--- src/rtl/exc_irq_ctrl.sv ---
// exc_irq_ctrl: exception / interrupt request controller.
// Latches rising edges on the external IRQ lines, arbitrates invalid-opcode
// traps against pending interrupts, and handshakes with the datapath through
// the IDLE -> RAISE -> SERVICE sequence.
// Optional feature: define IRQ_MASK_EN to add a writable per-channel mask.
//
//   state   | meaning
//   --------+-----------------------------------------------------------
//   IDLE    | no exception in flight, arbitrating trap vs pending IRQs
//   RAISE   | exc asserted, waiting for the datapath to take the vector
//   SERVICE | handler running, waiting for ERET
module exc_irq_ctrl #(
  parameter int N_IRQ = 4,
  parameter int ID_W  = 2
) (
  input  logic             clk,
  input  logic             reset,
  input  logic [N_IRQ-1:0] irq,
  input  logic             not_an_instr,
  input  logic             exc_ack,
  input  logic             eret,
  input  logic             mask_we,
  input  logic [N_IRQ-1:0] mask_wdata,
  output logic             exc,
  output logic [3:0]       estatus,
  output logic [ID_W-1:0]  irq_id,
  output logic [N_IRQ-1:0] irq_ack,
  output logic             double_fault,
  output logic             busy
);

  typedef enum logic [1:0] {S_IDLE, S_RAISE, S_SERVICE} state_t;

  localparam logic [3:0]       ST_NONE  = 4'b0000;
  localparam logic [3:0]       ST_IRQ   = 4'b0001;
  localparam logic [3:0]       ST_INSTR = 4'b0010;
  localparam logic [N_IRQ-1:0] ONE      = 1;

  state_t           state_q, state_d;
  logic             exc_q, exc_d;
  logic [3:0]       estatus_q, estatus_d;
  logic [ID_W-1:0]  irq_id_q, irq_id_d;
  logic [N_IRQ-1:0] irq_ack_q, irq_ack_d;
  logic             double_fault_q, double_fault_d;
  logic [N_IRQ-1:0] pending_q, pending_d;
  logic [N_IRQ-1:0] irq_q;
  logic [N_IRQ-1:0] mask;
  logic [N_IRQ-1:0] eligible;
  logic [ID_W-1:0]  lowest_id;
  logic             found;

`ifdef IRQ_MASK_EN
  logic [N_IRQ-1:0] mask_q, mask_d;

  // Mask register; a write takes effect on the cycle after the strobe.
  always_comb begin
    mask_d = mask_we ? mask_wdata : mask_q;
  end

  // Mask storage.
  always_ff @(posedge clk) begin
    if (reset) mask_q <= '0;
    else       mask_q <= mask_d;
  end

  assign mask = mask_q;
`else
  logic unused_mask_inputs;
  assign unused_mask_inputs = &{1'b0, mask_we, mask_wdata};
  assign mask = '0;
`endif

  // Previous IRQ levels. Sampled even during reset so a line held high
  // across reset is seen as a level, not a fresh edge, once reset drops.
  always_ff @(posedge clk) begin
    irq_q <= irq;
  end

  // Pending latch, lowest-index arbitration and next-state logic.
  always_comb begin
    // A new edge on the channel being acknowledged keeps the bit set.
    pending_d = (pending_q & ~irq_ack_q) | (irq & ~irq_q);
    eligible  = pending_q & ~mask;
    lowest_id = '0;
    found     = 1'b0;
    for (int k = 0; k < N_IRQ; k++) begin
      if (eligible[k] && !found) begin
        lowest_id = ID_W'(k);
        found     = 1'b1;
      end
    end

    state_d        = state_q;
    exc_d          = exc_q;
    estatus_d      = estatus_q;
    irq_id_d       = irq_id_q;
    irq_ack_d      = '0;
    double_fault_d = double_fault_q;

    case (state_q)
      S_IDLE: begin
        if (not_an_instr) begin
          state_d   = S_RAISE;
          exc_d     = 1'b1;
          estatus_d = ST_INSTR;
          irq_id_d  = '0;
        end else if (found) begin
          state_d   = S_RAISE;
          exc_d     = 1'b1;
          estatus_d = ST_IRQ;
          irq_id_d  = lowest_id;
        end
      end
      S_RAISE: begin
        if (exc_ack) begin
          state_d = S_SERVICE;
          exc_d   = 1'b0;
          if (estatus_q == ST_IRQ) irq_ack_d = ONE << irq_id_q;
        end
      end
      S_SERVICE: begin
        if (not_an_instr) double_fault_d = 1'b1;
        if (eret) begin
          state_d   = S_IDLE;
          estatus_d = ST_NONE;
          irq_id_d  = '0;
        end
      end
      default: begin
        state_d   = S_IDLE;
        exc_d     = 1'b0;
        estatus_d = ST_NONE;
        irq_id_d  = '0;
      end
    endcase
  end

  // FSM state, registered outputs and pending bits.
  always_ff @(posedge clk) begin
    if (reset) begin
      state_q        <= S_IDLE;
      exc_q          <= 1'b0;
      estatus_q      <= ST_NONE;
      irq_id_q       <= '0;
      irq_ack_q      <= '0;
      double_fault_q <= 1'b0;
      pending_q      <= '0;
    end else begin
      state_q        <= state_d;
      exc_q          <= exc_d;
      estatus_q      <= estatus_d;
      irq_id_q       <= irq_id_d;
      irq_ack_q      <= irq_ack_d;
      double_fault_q <= double_fault_d;
      pending_q      <= pending_d;
    end
  end

  assign exc          = exc_q;
  assign estatus      = estatus_q;
  assign irq_id       = irq_id_q;
  assign irq_ack      = irq_ack_q;
  assign double_fault = double_fault_q;
  assign busy         = (state_q != S_IDLE);

endmodule

--- config.mk ---
export PLATFORM = sky130hd
export DESIGN_NAME = exc_irq_ctrl
export DESIGN_NICKNAME = d
export VERILOG_FILES = /design/src/rtl/exc_irq_ctrl.sv
export SDC_FILE = /design/constraint.sdc
export NUM_CORES = 1
export LEC_CHECK = 0
export ABC_AREA = 1
export CAP_MARGIN = 5
export CORE_UTILIZATION = 46
export DETAILED_ROUTE_END_ITERATION = 10
export PLACE_DENSITY = 0.78
export SLEW_MARGIN = 10
export SYNTH_ARGS = -nofsm -noshare
export SYNTH_HDL_FRONTEND = slang
export SYNTH_SLANG_ARGS = --single-unit
--- constraint.sdc ---
create_clock -name clk -period 2.95 [get_ports clk]
set_input_delay 0.59 -clock clk [delete_from_list [all_inputs] [get_ports clk]]
set_output_delay 0.59 -clock clk [all_outputs]
set_load 0.05 [all_outputs]
# After elaboration in Yosys (flattened, before gate mapping)
# Cells that the tools add are included.
[totals] ff_bits=22 input_bits=14 word_cells=60
[op_classes] n_eq_ne=6 shift=1 n_mux=23 n_bitwise=9 reduce_logical=13
[op_table] op="2-bit 2-to-1 mux" count=8
[op_table] op="4-bit 2-to-1 mux" count=3
[op_table] op="2-bit one-hot mux with 3 select lines" count=2
[op_table] op="4-bit one-hot mux with 3 select lines" count=1
[op_table] op="3-bit AND reduction" count=3
[op_table] op="4-bit AND" count=2
[op_table] op="1-bit 2-to-1 mux" count=8
[op_table] op="4-bit inverter" count=2
[op_table] op="4-bit by 1-bit == test with 1-bit output, second input constant" count=1
[op_table] op="2-bit inequality test, second input constant" count=2
[op_table] op="1-bit inverter" count=4
[op_table] op="4-bit OR" count=1
[op_table] op="4-bit OR reduction" count=1
[op_table] op="1-bit by 2-bit left shift with 4-bit output, first input constant" count=1
[op_table] op="1-bit logical AND" count=3
[op_table] op="1-bit logical NOT" count=3
[op_table] op="3-bit inequality test, second input constant" count=1
[op_table] op="1-bit one-hot mux with 3 select lines" count=1
[op_table] op="2-bit by 1-bit == test with 1-bit output, second input constant" count=1
[op_table] op="2-bit == test, second input constant" count=1
[op_table] op="2-bit logical NOT" count=1
[op_table] op="2-bit AND reduction" count=1
[op_table] op="2-bit nonzero test" count=1

# Depth between registers and ports, before layout
[logic_depth] ltp_word=13 ltp_mapped=8 ltp_nobuf=8

# Least setup slack after synthesis
# No wires, ideal clock.
[synth_timing] path_kind="reg2out" from="register state_q[0]" to="output port busy" arrival_time_ns=0.781 t_required_ns=2.360 setup_slack_ns=1.579 path_stages_with_launch=3 cell_sequence="dfxtp_1 > inv_1 > nand2_1"
[synth_via] elab_chain_cells=1
[synth_rtl] element="start, declared" line="39" text="state_t state_q, state_d;"
[synth_rtl] element="start signal, assigned" line="149" text="state_q <= state_d;"
[synth_rtl] element="2-bit nonzero test" line="164" text="assign busy = (state_q != S_IDLE);"
[synth_rtl] element="end, declared" line="29" text="output logic busy"
# Every way passes these cells.

# Final worst setup path
# Same ends and word-level chain as after synthesis.

==> metrics.md <==
| Metric | Value |
|---|---|
| Status | `finished, final reports clean` |
| Reg2Reg Setup Slack | `1860 ps` |
| Worst EP required | `2360 ps` |
| All-layer global routing usage | `0.169` |
| Fin. Hold Viols | `0` |
| Gpl congestion | `0.834` |
| Static leakage | `0.492 nW` |
| Max_cap viols | `0` |
| Final Worst Setup Slack | `694 ps` |
| # IOs | `27` |
| Worst-path clk slew | `110 ps` |
| Seq/Total Area, Yosys | `0.495` |
| CP Max Fanout | `4` |
| Total die area | `1930 um^2` |
| CTS-repair resized insts | `0` |
| CP Capture Type | `primary output` |
| Setup tns final | `0 ps` |
| Slew Limit Fails | `0` |
| Top Family by Delay on Critical Path | `buffers and inverters` |
| Core box area | `1580 um^2` |
| Antenna violations before repair | `0` |
| Iteration count of the initial detailed-routing pass | `6` |
| Worst-Skew Late Latency | `290 ps` |
| Synth cell types | `20` |
| HP Start | `exc$_SDFFE_PP0P_` |
| Max Root-Sink Buffers | `2` |
| Dpl hpwl | `1080 um` |
| Row count | `14` |
| Sw power | `179 uW` |
| Reg2reg path depth | `8` |
| Global-route wire length before repair | `2330 um` |
| PD cells | `548 nW/um^2` |
| H-tree levels | `1` |
| CTS tree | `done` |
| Vias per cell | `4.72` |
| Hold EP | `exc$_SDFFE_PP0P_` |
| Internal | `382 uW` |
| Routed WL per cell | `10.3 um` |
| Hold depth | `2` |
| CP Launch Point | `state_q[0]$_SDFFE_PP0P_` |
| Hold-fix buffer count after cts | `0` |
| NumNets Final | `141` |
| # diodes | `0` |
| Combinational share of power | `0.247` |
| Switching Fraction | `0.320` |
| Flop pwr share | `0.527` |
| Gate Count Post-Synth | `105` |
| GR Overflow Total | `0` |
| RSZ-0062 raised after global routing | `no` |
| Max incr delay on CP | `790 ps` |
| Largest net degree at the start of global routing | `11` |
| End of the worst register-to-register path | `irq_id[1]$_SDFFE_PP0P_` |
| Vias | `666` |
| Top achievable clock speed | `443 MHz` |
| Area Overhead vs Synth | `26.8%` |
| Iteration-0 DRC Markers | `13` |
| Setup Viol. Count Final | `0` |
| Final period util | `0.765` |
| Setup Skew | `3.88 ps` |
| Number of global-route vias before repair | `567` |
| Post-route ant nets | `0` |
| Sink Count | `20` |
| CP startpoint kind | `register` |
| Syn Area/Cell | `7.70 um^2` |
| Slowest-stage cell, CP | `clkdlybuf4s50_1` |
| Clk root buf | `clkbuf_4` |
| Clock Power Share | `0.226` |
| Chip Height | `43.9 um` |
| Peak VDD IR | `0.466 mV` |
| Die width | `43.9 um` |
| Hold Crit Class | `register to register` |
| Layout cells sized above 1 | `0.120` |
| Synthesis Warnings | `0` |
| Drc violations | `0` |
| Crit path arrival time | `1670 ps` |
| #FFs+latches synth | `20` |
| Crit path buf inv count | `2` |
| Critical path type | `register to primary output` |
| IO buf count | `19` |
| Post-Syn Area | `808 um^2` |
| # Post-CTS Setup Buffers | `0` |
| CP cell instances | `inv_1, nand2_1, clkdlybuf4s50_1` |
| Final WL | `1460 um` |
| Setup slack at placement | `1040 ps` |
| Starting density of the core | `0.513` |
| Final min period | `2260 ps` |
| Critical R2R Launch | `state_q[1]$_SDFFE_PP0P_` |
| Final core utilization | `0.650` |
| Total CTS buffers | `3` |
## power groups by stage
stage	clock network (mW)	registers, mW	logic [mW]
2_1_floorplan	0	0.324	0.0796
3_3_place_gp	0	0.301	0.137
3_5_place_dp	0	0.302	0.138
4_1_cts	0.130	0.296	0.139
5_1_grt	0.140	0.298	0.150
6_report	0.127	0.296	0.139
## cell usage in the layout, fill, tap and decap left out, drive strengths merged
| cell | n |
|---|---|
| inv | 24 |
| dfxtp | 20 |
| nand2 | 20 |
| clkdlybuf4s50 | 19 |
| nor2 | 14 |
| nand3 | 8 |
| o22ai | 4 |
| a21oi | 4 |
| clkbuf | 3 |
| clkinv | 2 |
| nand4 | 2 |
| conb | 2 |
| o21ai | 2 |
| o21a | 1 |
## worst min-delay path, cell delays in order, from the launching register on
cell,delay (ps)
dfxtp_1,330
nand2_1,60
a21oi_1,50
## cell families (layout without fill, tap and decap cells)
group                  Yosys count  after routing  share of synthesized area
AOI/OAI and AO/OA               11             11                     0.0820
other                            1              2                    0.00464
DFF                             20             20                      0.495
and+or+nand+nor                 44             44                      0.269
buffers and inverters           29             48                      0.149
## synthesized netlist by cell type
| cell | instances | share of area |
|---|---|---|
| nand2_4 | 3 | 0.042 |
| o22ai_1 | 4 | 0.031 |
| nor2_1 | 11 | 0.051 |
| nor2_4 | 1 | 0.014 |
| o21a_1 | 1 | 0.0093 |
| nand2_2 | 1 | 0.0077 |
| a21oi_1 | 4 | 0.025 |
| nand3_1 | 8 | 0.050 |
| buf_4 | 2 | 0.019 |
| conb_1 | 1 | 0.0046 |
| o21ai_2 | 1 | 0.011 |
| dfxtp_1 | 20 | 0.50 |
| nand2_1 | 16 | 0.074 |
| clkinv_2 | 2 | 0.012 |
| nor2_2 | 2 | 0.015 |
| inv_1 | 22 | 0.10 |
| nand4_1 | 2 | 0.015 |
| buf_2 | 1 | 0.0062 |
| inv_2 | 2 | 0.0093 |
| o21ai_0 | 1 | 0.0062 |
## stage by stage
| stage | hold WS (ps) | cell area, um^2 | std cells | total power [mW] |
|---|---|---|---|---|
| 4_1_cts | 476 | 1020 | 141 | 0.565 |
| 2_1_floorplan | 455 | 812 | 106 | 0.403 |
| 3_3_place_gp | 451 | 1000 | 138 | 0.438 |
| 6_report | 479 | 1020 | 141 | 0.561 |
| 3_5_place_dp | 456 | 1000 | 138 | 0.440 |
| 5_1_grt | 503 | 1020 | 141 | 0.588 |
## final cells by class
cell class	instances	area (um^2)
clock buffers	3	22.5
fillers	147	552
inverters	26	100
multi-input cells	57	292
flip-flops and latches	20	400
well taps	16	20.0
repair buffers	19	190
## flip-flops by register name, summed over array words and instances (netlist names)
name	count
eligible	4
irq_id	2
estatus	2
exc	1
irq_q	4
double_fault	1
state_q	2
irq_ack	4
## worst max path at each step
stage | endpoint | slack, ps | depth (start not counted)
2_1_floorplan | busy | 1580 | 2
3_3_place_gp | busy | 1040 | 3
3_5_place_dp | busy | 1040 | 3
4_1_cts | busy | 690 | 3
5_1_grt | busy | 620 | 3
6_report | busy | 690 | 3
## layer usage
metal | global-route usage | share of wire | vias to the layer above
met5 | 0 | 0 | -
met3 | 0.0875 | 0.051 | 2
met2 | 0.275 | 0.48 | 14
li1 | - | - | 352
met4 | 0.0545 | 0.012 | 0
met1 | 0.193 | 0.46 | 298
Note: power is estimated with default switching activity, not from simulation.
